`src/rtl/mem_xfer_master.sv`:
```
// ---------------------------------------------------------------------------
// mem_xfer_master
//
// Initiator-side transfer engine for the 16-bit data memory port. It has two
// modes:
//   dump (mode=0) : reads `length` words starting at `base_addr` and streams
//                   them out on tx_data/tx_valid/tx_ready.
//   load (mode=1) : accepts `length` words on rx_data/rx_valid/rx_ready and
//                   writes them to consecutive memory addresses.
// Addresses wrap modulo MEM_DEPTH. Every output is driven from a register.
//
// Optional feature (macro MEM_XFER_CRC_EN): a CRC-16-CCITT (poly 0x1021,
// init 0xFFFF, MSB first) is kept over the data words. A dump appends the CRC
// as one extra tx word. A load takes one extra rx word, compares it with the
// computed CRC, and raises crc_err on mismatch. Without the macro crc_err is 0.
//
// Ports:
//   clk, reset         clock (posedge), asynchronous active-low reset
//   start              one-cycle request, honoured only when idle
//   mode               0 = dump, 1 = load (latched at start)
//   base_addr, length  first word address and word count (latched at start)
//   busy, done         transfer in progress / one-cycle completion pulse
//   crc_err            load trailer mismatch flag
//   tx_data/tx_valid/tx_ready   dump stream (this block is the source)
//   rx_data/rx_valid/rx_ready   load stream (this block is the sink)
//   mem_addr/mem_wdata/mem_we   memory request; memory writes on negedge
//   mem_rdata          combinational read data for mem_addr
// ---------------------------------------------------------------------------
module mem_xfer_master #(
    parameter int DATA_W    = 16,
    parameter int ADDR_W    = 16,
    parameter int MEM_DEPTH = 512,
    parameter int LEN_W     = 10
) (
    input  logic              clk,
    input  logic              reset,
    input  logic              start,
    input  logic              mode,
    input  logic [ADDR_W-1:0] base_addr,
    input  logic [LEN_W-1:0]  length,
    output logic              busy,
    output logic              done,
    output logic              crc_err,
    output logic [DATA_W-1:0] tx_data,
    output logic              tx_valid,
    input  logic              tx_ready,
    input  logic [DATA_W-1:0] rx_data,
    input  logic              rx_valid,
    output logic              rx_ready,
    output logic [ADDR_W-1:0] mem_addr,
    output logic [DATA_W-1:0] mem_wdata,
    output logic              mem_we,
    input  logic [DATA_W-1:0] mem_rdata
);

    typedef enum logic [2:0] {
        S_IDLE, S_RD, S_HOLD, S_LD, S_WR, S_CRC_TX, S_CRC_RX, S_DONE
    } state_e;

`ifdef MEM_XFER_CRC_EN
    localparam state_e AFTER_TX = S_CRC_TX;
    localparam state_e AFTER_RX = S_CRC_RX;
`else
    localparam state_e AFTER_TX = S_DONE;
    localparam state_e AFTER_RX = S_DONE;
`endif

    state_e            state_q, state_d;
    logic [LEN_W-1:0]  cnt_q, cnt_d;
    logic [LEN_W-1:0]  len_q, len_d;
    logic [ADDR_W-1:0] addr_q, addr_d;
    logic [DATA_W-1:0] tx_data_q, tx_data_d;
    logic [DATA_W-1:0] wdata_q, wdata_d;
    logic              tx_valid_q, tx_valid_d;
    logic              rx_ready_q, rx_ready_d;
    logic              we_q, we_d;
    logic              busy_q, busy_d;
    logic              done_q, done_d;

    logic tx_hs, rx_hs, last_word;

    assign tx_hs     = tx_valid_q & tx_ready;
    assign rx_hs     = rx_valid & rx_ready_q;
    // Only evaluated once a transfer with length >= 1 is running.
    assign last_word = (cnt_q == len_q - LEN_W'(1));

    function automatic logic [ADDR_W-1:0] addr_wrap_inc(input logic [ADDR_W-1:0] a);
        return (a == ADDR_W'(MEM_DEPTH - 1)) ? '0 : a + ADDR_W'(1);
    endfunction

`ifdef MEM_XFER_CRC_EN
    logic [15:0] crc_q, crc_d;
    logic        crc_err_q, crc_err_d;

    // Whole word folded into the CRC in a single cycle, MSB first.
    function automatic logic [15:0] crc16_word(input logic [15:0] c,
                                               input logic [DATA_W-1:0] d);
        logic [15:0] r;
        r = c;
        for (int i = DATA_W - 1; i >= 0; i--) begin
            if (r[15] ^ d[i]) r = {r[14:0], 1'b0} ^ 16'h1021;
            else              r = {r[14:0], 1'b0};
        end
        return r;
    endfunction

    assign crc_err = crc_err_q;
`else
    assign crc_err = 1'b0;
`endif

    // State and output registers.
    // NOTE: sequential state uses non-blocking (<=) so every register samples
    // the pre-edge value of the others; blocking here would chain updates.
    always_ff @(posedge clk or negedge reset) begin
        if (!reset) begin
            state_q    <= S_IDLE;
            cnt_q      <= '0;
            len_q      <= '0;
            addr_q     <= '0;
            tx_data_q  <= '0;
            wdata_q    <= '0;
            tx_valid_q <= 1'b0;
            rx_ready_q <= 1'b0;
            we_q       <= 1'b0;
            busy_q     <= 1'b0;
            done_q     <= 1'b0;
`ifdef MEM_XFER_CRC_EN
            crc_q      <= '0;
            crc_err_q  <= 1'b0;
`endif
        end else begin
            state_q    <= state_d;
            cnt_q      <= cnt_d;
            len_q      <= len_d;
            addr_q     <= addr_d;
            tx_data_q  <= tx_data_d;
            wdata_q    <= wdata_d;
            tx_valid_q <= tx_valid_d;
            rx_ready_q <= rx_ready_d;
            we_q       <= we_d;
            busy_q     <= busy_d;
            done_q     <= done_d;
`ifdef MEM_XFER_CRC_EN
            crc_q      <= crc_d;
            crc_err_q  <= crc_err_d;
`endif
        end
    end

    // Next-state logic.
    // NOTE: every combinational output gets a default before the case so no
    // path leaves it unassigned, which would otherwise infer a latch.
    always_comb begin
        state_d = state_q;
        case (state_q)
            S_IDLE:   if (start) state_d = (length == '0) ? S_DONE : (mode ? S_LD : S_RD);
            S_RD:     state_d = S_HOLD;
            S_HOLD:   if (tx_hs) state_d = last_word ? AFTER_TX : S_RD;
            S_LD:     if (rx_hs) state_d = S_WR;
            S_WR:     state_d = last_word ? AFTER_RX : S_LD;
            S_CRC_TX: if (tx_hs) state_d = S_DONE;
            S_CRC_RX: if (rx_hs) state_d = S_DONE;
            S_DONE:   state_d = S_IDLE;
            default:  state_d = S_IDLE;
        endcase
    end

    // Output and datapath next values. Flags are derived from the state being
    // entered so that, once registered, they line up with that state.
    always_comb begin
        cnt_d      = cnt_q;
        len_d      = len_q;
        addr_d     = addr_q;
        tx_data_d  = tx_data_q;
        wdata_d    = wdata_q;
        we_d       = 1'b0;
        tx_valid_d = (state_d == S_HOLD) || (state_d == S_CRC_TX);
        rx_ready_d = (state_d == S_LD)   || (state_d == S_CRC_RX);
        busy_d     = (state_d != S_IDLE);
        done_d     = (state_d == S_DONE);
`ifdef MEM_XFER_CRC_EN
        crc_d      = crc_q;
        crc_err_d  = crc_err_q;
`endif
        case (state_q)
            S_IDLE: begin
                if (start) begin
                    len_d  = length;
                    addr_d = base_addr % ADDR_W'(MEM_DEPTH);
                    cnt_d  = '0;
`ifdef MEM_XFER_CRC_EN
                    crc_d     = 16'hFFFF;
                    crc_err_d = 1'b0;
`endif
                end
            end
            S_RD: begin
                tx_data_d = mem_rdata;
`ifdef MEM_XFER_CRC_EN
                crc_d = crc16_word(crc_q, mem_rdata);
`endif
            end
            S_HOLD: begin
                if (tx_hs) begin
                    if (last_word) begin
`ifdef MEM_XFER_CRC_EN
                        tx_data_d = crc_q;
`endif
                    end else begin
                        cnt_d  = cnt_q + LEN_W'(1);
                        addr_d = addr_wrap_inc(addr_q);
                    end
                end
            end
            S_LD: begin
                if (rx_hs) begin
                    wdata_d = rx_data;
                    we_d    = 1'b1;
`ifdef MEM_XFER_CRC_EN
                    crc_d = crc16_word(crc_q, rx_data);
`endif
                end
            end
            S_WR: begin
                if (!last_word) begin
                    cnt_d  = cnt_q + LEN_W'(1);
                    addr_d = addr_wrap_inc(addr_q);
                end
            end
            S_CRC_RX: begin
`ifdef MEM_XFER_CRC_EN
                if (rx_hs) crc_err_d = (rx_data != crc_q);
`endif
            end
            default: ;
        endcase
    end

    assign busy      = busy_q;
    assign done      = done_q;
    assign tx_data   = tx_data_q;
    assign tx_valid  = tx_valid_q;
    assign rx_ready  = rx_ready_q;
    assign mem_addr  = addr_q;
    assign mem_wdata = wdata_q;
    assign mem_we    = we_q;

endmodule

```
`config.mk`:
```
export PLATFORM = sky130hd
export DESIGN_NAME = mem_xfer_master
export DESIGN_NICKNAME = d
export VERILOG_FILES = /design/src/rtl/mem_xfer_master.sv
export SDC_FILE = /design/constraint.sdc
export NUM_CORES = 1
export LEC_CHECK = 0
export CAP_MARGIN = 10
export CORE_MARGIN = 2
export CORE_UTILIZATION = 49
export CTS_BUF_LIST = sky130_fd_sc_hd__clkbuf_4 sky130_fd_sc_hd__clkbuf_8
export CTS_CLUSTER_DIAMETER = 200
export DETAILED_ROUTE_END_ITERATION = 10
export HOLD_SLACK_MARGIN = 0.15
export PLACE_DENSITY_LB_ADDON = 0.3
export SYNTH_ARGS = -nofsm -noshare
export SYNTH_HDL_FRONTEND = slang
export SYNTH_SLANG_ARGS = --single-unit
```
`constraint.sdc`:
```
create_clock -name clk -period 3.5 [get_ports clk]
set_clock_uncertainty 0.15 [all_clocks]
set_input_delay 0.35 -clock clk [delete_from_list [all_inputs] [get_ports clk]]
set_output_delay 0.35 -clock clk [all_outputs]
set_load 0.03 [all_outputs]
```
==> results.py <==
metrics = {
    "run_status": {
        "status": "finished clean",
    },
    "timing": {
        "setup_tns_ns": 0,
        "fmax_ghz": 0.314,
        "drv_slew": 0,
        "final-hold-violation-count": 0,
        "fin_crit_sh": 0.909,
        "fin_ws_ns": 0.319,
        "tightestPinTransition_ns": 0.966,
        "rsz0062_at_grt": "false",
        "finalSetupViolCount": 0,
        "finalCriticalPeriod_ns": 3.18,
        "slew_headroom": 0.356,
    },
    "final_layout": {
        "final_nets": 569,
        "fillers": 613,
        "utilization": 0.684,
        "n_antenna_cell": 0,
        "drive_gt1_frac": 0.130,
        "area_growth_syn_to_layout_pct": 35.3,
        "instances_no_fill": 608,
    },
    "clocking": {
        "postCtsSetupBuffers": 0,
        "clk_latency_ns": 0.34,
        "clk_pin_slew_worst_paths_ns": 0.08,
        "cts_sinks": 76,
        "cts.path.max_buffers": 2,
        "cts_tree": "built",
        "ctsHtreeMaxLevel": 3,
        "post_cts_resized": 0,
        "cts_root_buf": "clkbuf_8",
        "cts_made_buffers": 9,
    },
    "worst_setup_path": {
        "crit_path_start_kind": "flop",
        "crit_type": "reg2reg",
        "worstPathArrival_ns": 3.30,
        "r2r_cells": 11,
        "end_kind": "flop",
        "cp.required_ns": 3.62,
        "worstPathMaxFanout": 14,
    },
    "logic_synthesis": {
        "yosys_register_bits": 76,
        "synth-main-ff-cell": "dfrtp_1",
        "async_flop_share": 1.00,
        "avgSynthCellArea_um2": 9.99,
        "ys.warnings.count": 0,
        "synth_area_um2": 3900,
        "synth_top_cell_by_area": "dfrtp_1",
        "synthTopCellsByArea": "dfrtp_1, mux2_2, nand2_1, o21ai_1, nor2_1",
        "synthCells": 391,
        "synth_enable_flop_cells": 0,
        "syn_nets": 458,
        "synth_top_area_frac": 0.487,
        "ys_seq_area_frac": 0.487,
        "ys_types": 59,
    },
    "place": {
        "port_buffers": 109,
        "dp.cells": 592,
        "dpl.hpwl_um": 6750,
        "dp_slack_ns": 0.330,
        "gp_congestion": 0.798,
    },
    "floorplan": {
        "initial_utilization": 0.505,
        "die_width_um": 93.3,
        "core-area_um2": 7730,
        "row_count": 32,
        "pin_count": 118,
        "dieArea_um2": 8700,
        "die_y_um": 93.3,
    },
    "detailed_routing": {
        "dr.pass1.iters": 4,
        "vias": 3362,
        "drc": 0,
        "drt_iter0_drc": 188,
        "final_antenna_net_count": 0,
        "viasPerCell": 5.53,
        "wl_um": 9460,
        "wl_per_cell_um": 15.6,
    },
    "grt": {
        "grt_max_degree": 77,
        "grt_pass1_wl_um": 16000,
        "top_usage_layer": "met2",
        "grt_overflow": 0,
        "grt_use_met3": 0.0604,
        "grt_pass1_vias": 3440,
        "met1_usage": 0.292,
        "met2_usage": 0.382,
        "antenna_found_initial": 0,
        "grt_use_total": 0.231,
    },
    "worst_hold_path": {
        "hold_path_class": "reg2reg",
        "min_path_cells": 2,
    },
    "power": {
        "power.density_nw_per_um2": 894,
        "power_uw": 4720,
        "vdd_drop_max_uv": 693,
        "p_leak_uw": 0.00221,
    },
    "run": {
        "max-cap-violations": 0,
    },
}
## kinds of logic (layout without fill, tap and decap cells)
family,after synthesis,in the layout,synth area share
and+or+nand+nor,151,151,0.197
AOI/OAI and AO/OA,82,82,0.141
DFF,76,76,0.487
muxes,37,37,0.106
buffers and inverters,29,144,0.0320
xor gates and xnor gates,12,12,0.0269
adders and majority gates,3,3,0.00961
other,1,1,0.000960
## Yosys cell counts, types with 3 or more instances
library cell and instances:
ha_1 3, a31oi_1 3, or4_1 5, nand2_1 57, o21ai_0 14, inv_1 10
or3_1 7, and2_1 6, o31ai_1 7, clkbuf_1 11, mux2i_1 3, a21oi_1 13
xor2_1 7, xnor2_1 5, o21ai_1 16, dfrtp_1 76, nand4_1 4, nor2b_1 5
o211ai_1 3, and3_1 5, a32oi_1 3, nor4_1 3, nand3_1 14, o311ai_1 3
nor2_1 20, nand2b_1 9, buf_2 4, mux2_2 34, nor3_1 8
## worst max-delay path, cell delays in order (launching register included)
cell,delay [ns]
dfrtp_1,0.45
inv_1,0.10
ha_1,0.33
nor4b_2,0.35
a21oi_1,0.13
a311oi_2,0.31
o21ai_2,0.13
a211oi_4,0.33
o21ai_1,0.12
buf_4,0.20
or4_1,0.40
nand3_1,0.10
## per-stage QoR
step	hold WS (ns)	cell area [µm²]
6_report	0.356	5280
5_1_grt	0.368	5280
4_1_cts	0.358	5280
3_5_place_dp	0.339	5100
3_3_place_gp	0.337	5100
2_1_floorplan	-0.0956	3910
## placed cells by master (no fill, tap or decap), drive strengths merged, types with 2 or more instances in the layout
cell type	netlist	routed
clkdlybuf4s50	0	108
dfrtp	76	76
nand2	57	57
mux2	34	34
o21ai	31	31
nor2	20	20
nand3	14	14
a21oi	13	13
clkbuf	11	13
inv	10	10
nand2b	9	9
buf	7	9
nor3	9	9
xor2	7	7
or3	7	7
o31ai	7	7
and2	6	6
nor2b	5	5
or4	5	5
xnor2	5	5
and3	5	5
nor4	5	5
nand4	4	4
a31oi	3	3
o211ai	3	3
a32oi	3	3
o311ai	3	3
mux2i	3	3
ha	3	3
a311oi	3	3
clkinv	1	3
a21o	2	2
o21a	2	2
## flip-flops by register name (all words and copies together) (netlist names)
name       cells
tx_valid       1
mem_addr      16
busy           1
tx_data       16
done           1
state_q        3
mem_we         1
rx_ready       1
cnt_q         10
len_q         10
mem_wdata     16
## power breakdown
part,switching (µW),leakage (µW),total (µW),internal (µW)
Sequential,367,0.000942,1610,1240
Combinational,1370,0.00117,2510,1130
Clock,301,0.0000961,607,307
## final timing paths
kind                               start           to  slack [ns]
worst max-delay path            len_q[0]  mem_addr[5]        0.32
worst min-delay path            len_q[9]     len_q[9]        0.36
worst max register to register  len_q[0]  mem_addr[5]        0.32
worst min register to register  len_q[9]     len_q[9]        0.36
max in group asynchronous          reset   tx_data[8]        2.01
min in group asynchronous          reset     len_q[3]        0.55
## layout make-up
class,count,area (µm²),area share
clock inverters,2,10.0,0.00189
flip-flops and latches,76,1900,0.360
inverters,11,41.3,0.00781
clock buffers,13,166,0.0315
repair buffers,118,1160,0.219
multi-input cells,286,1880,0.355
well taps,102,128,0.0242
## repair_timing
item / CTS / global route
setup endpoints to repair: 0 / 0
hold endpoints to repair: 76 / 0
hold buffers: 1 / 0
## metal layers
| layer | vias to the layer above | wire length, µm |
|---|---|---|
| li1 | 1619 | - |
| met1 | 1614 | 3940 |
| met2 | 114 | 4660 |
| met3 | 15 | 703 |
| met4 | 0 | 156 |
| met5 | - | 0 |
Note: power is estimated with default switching activity, not from simulation.
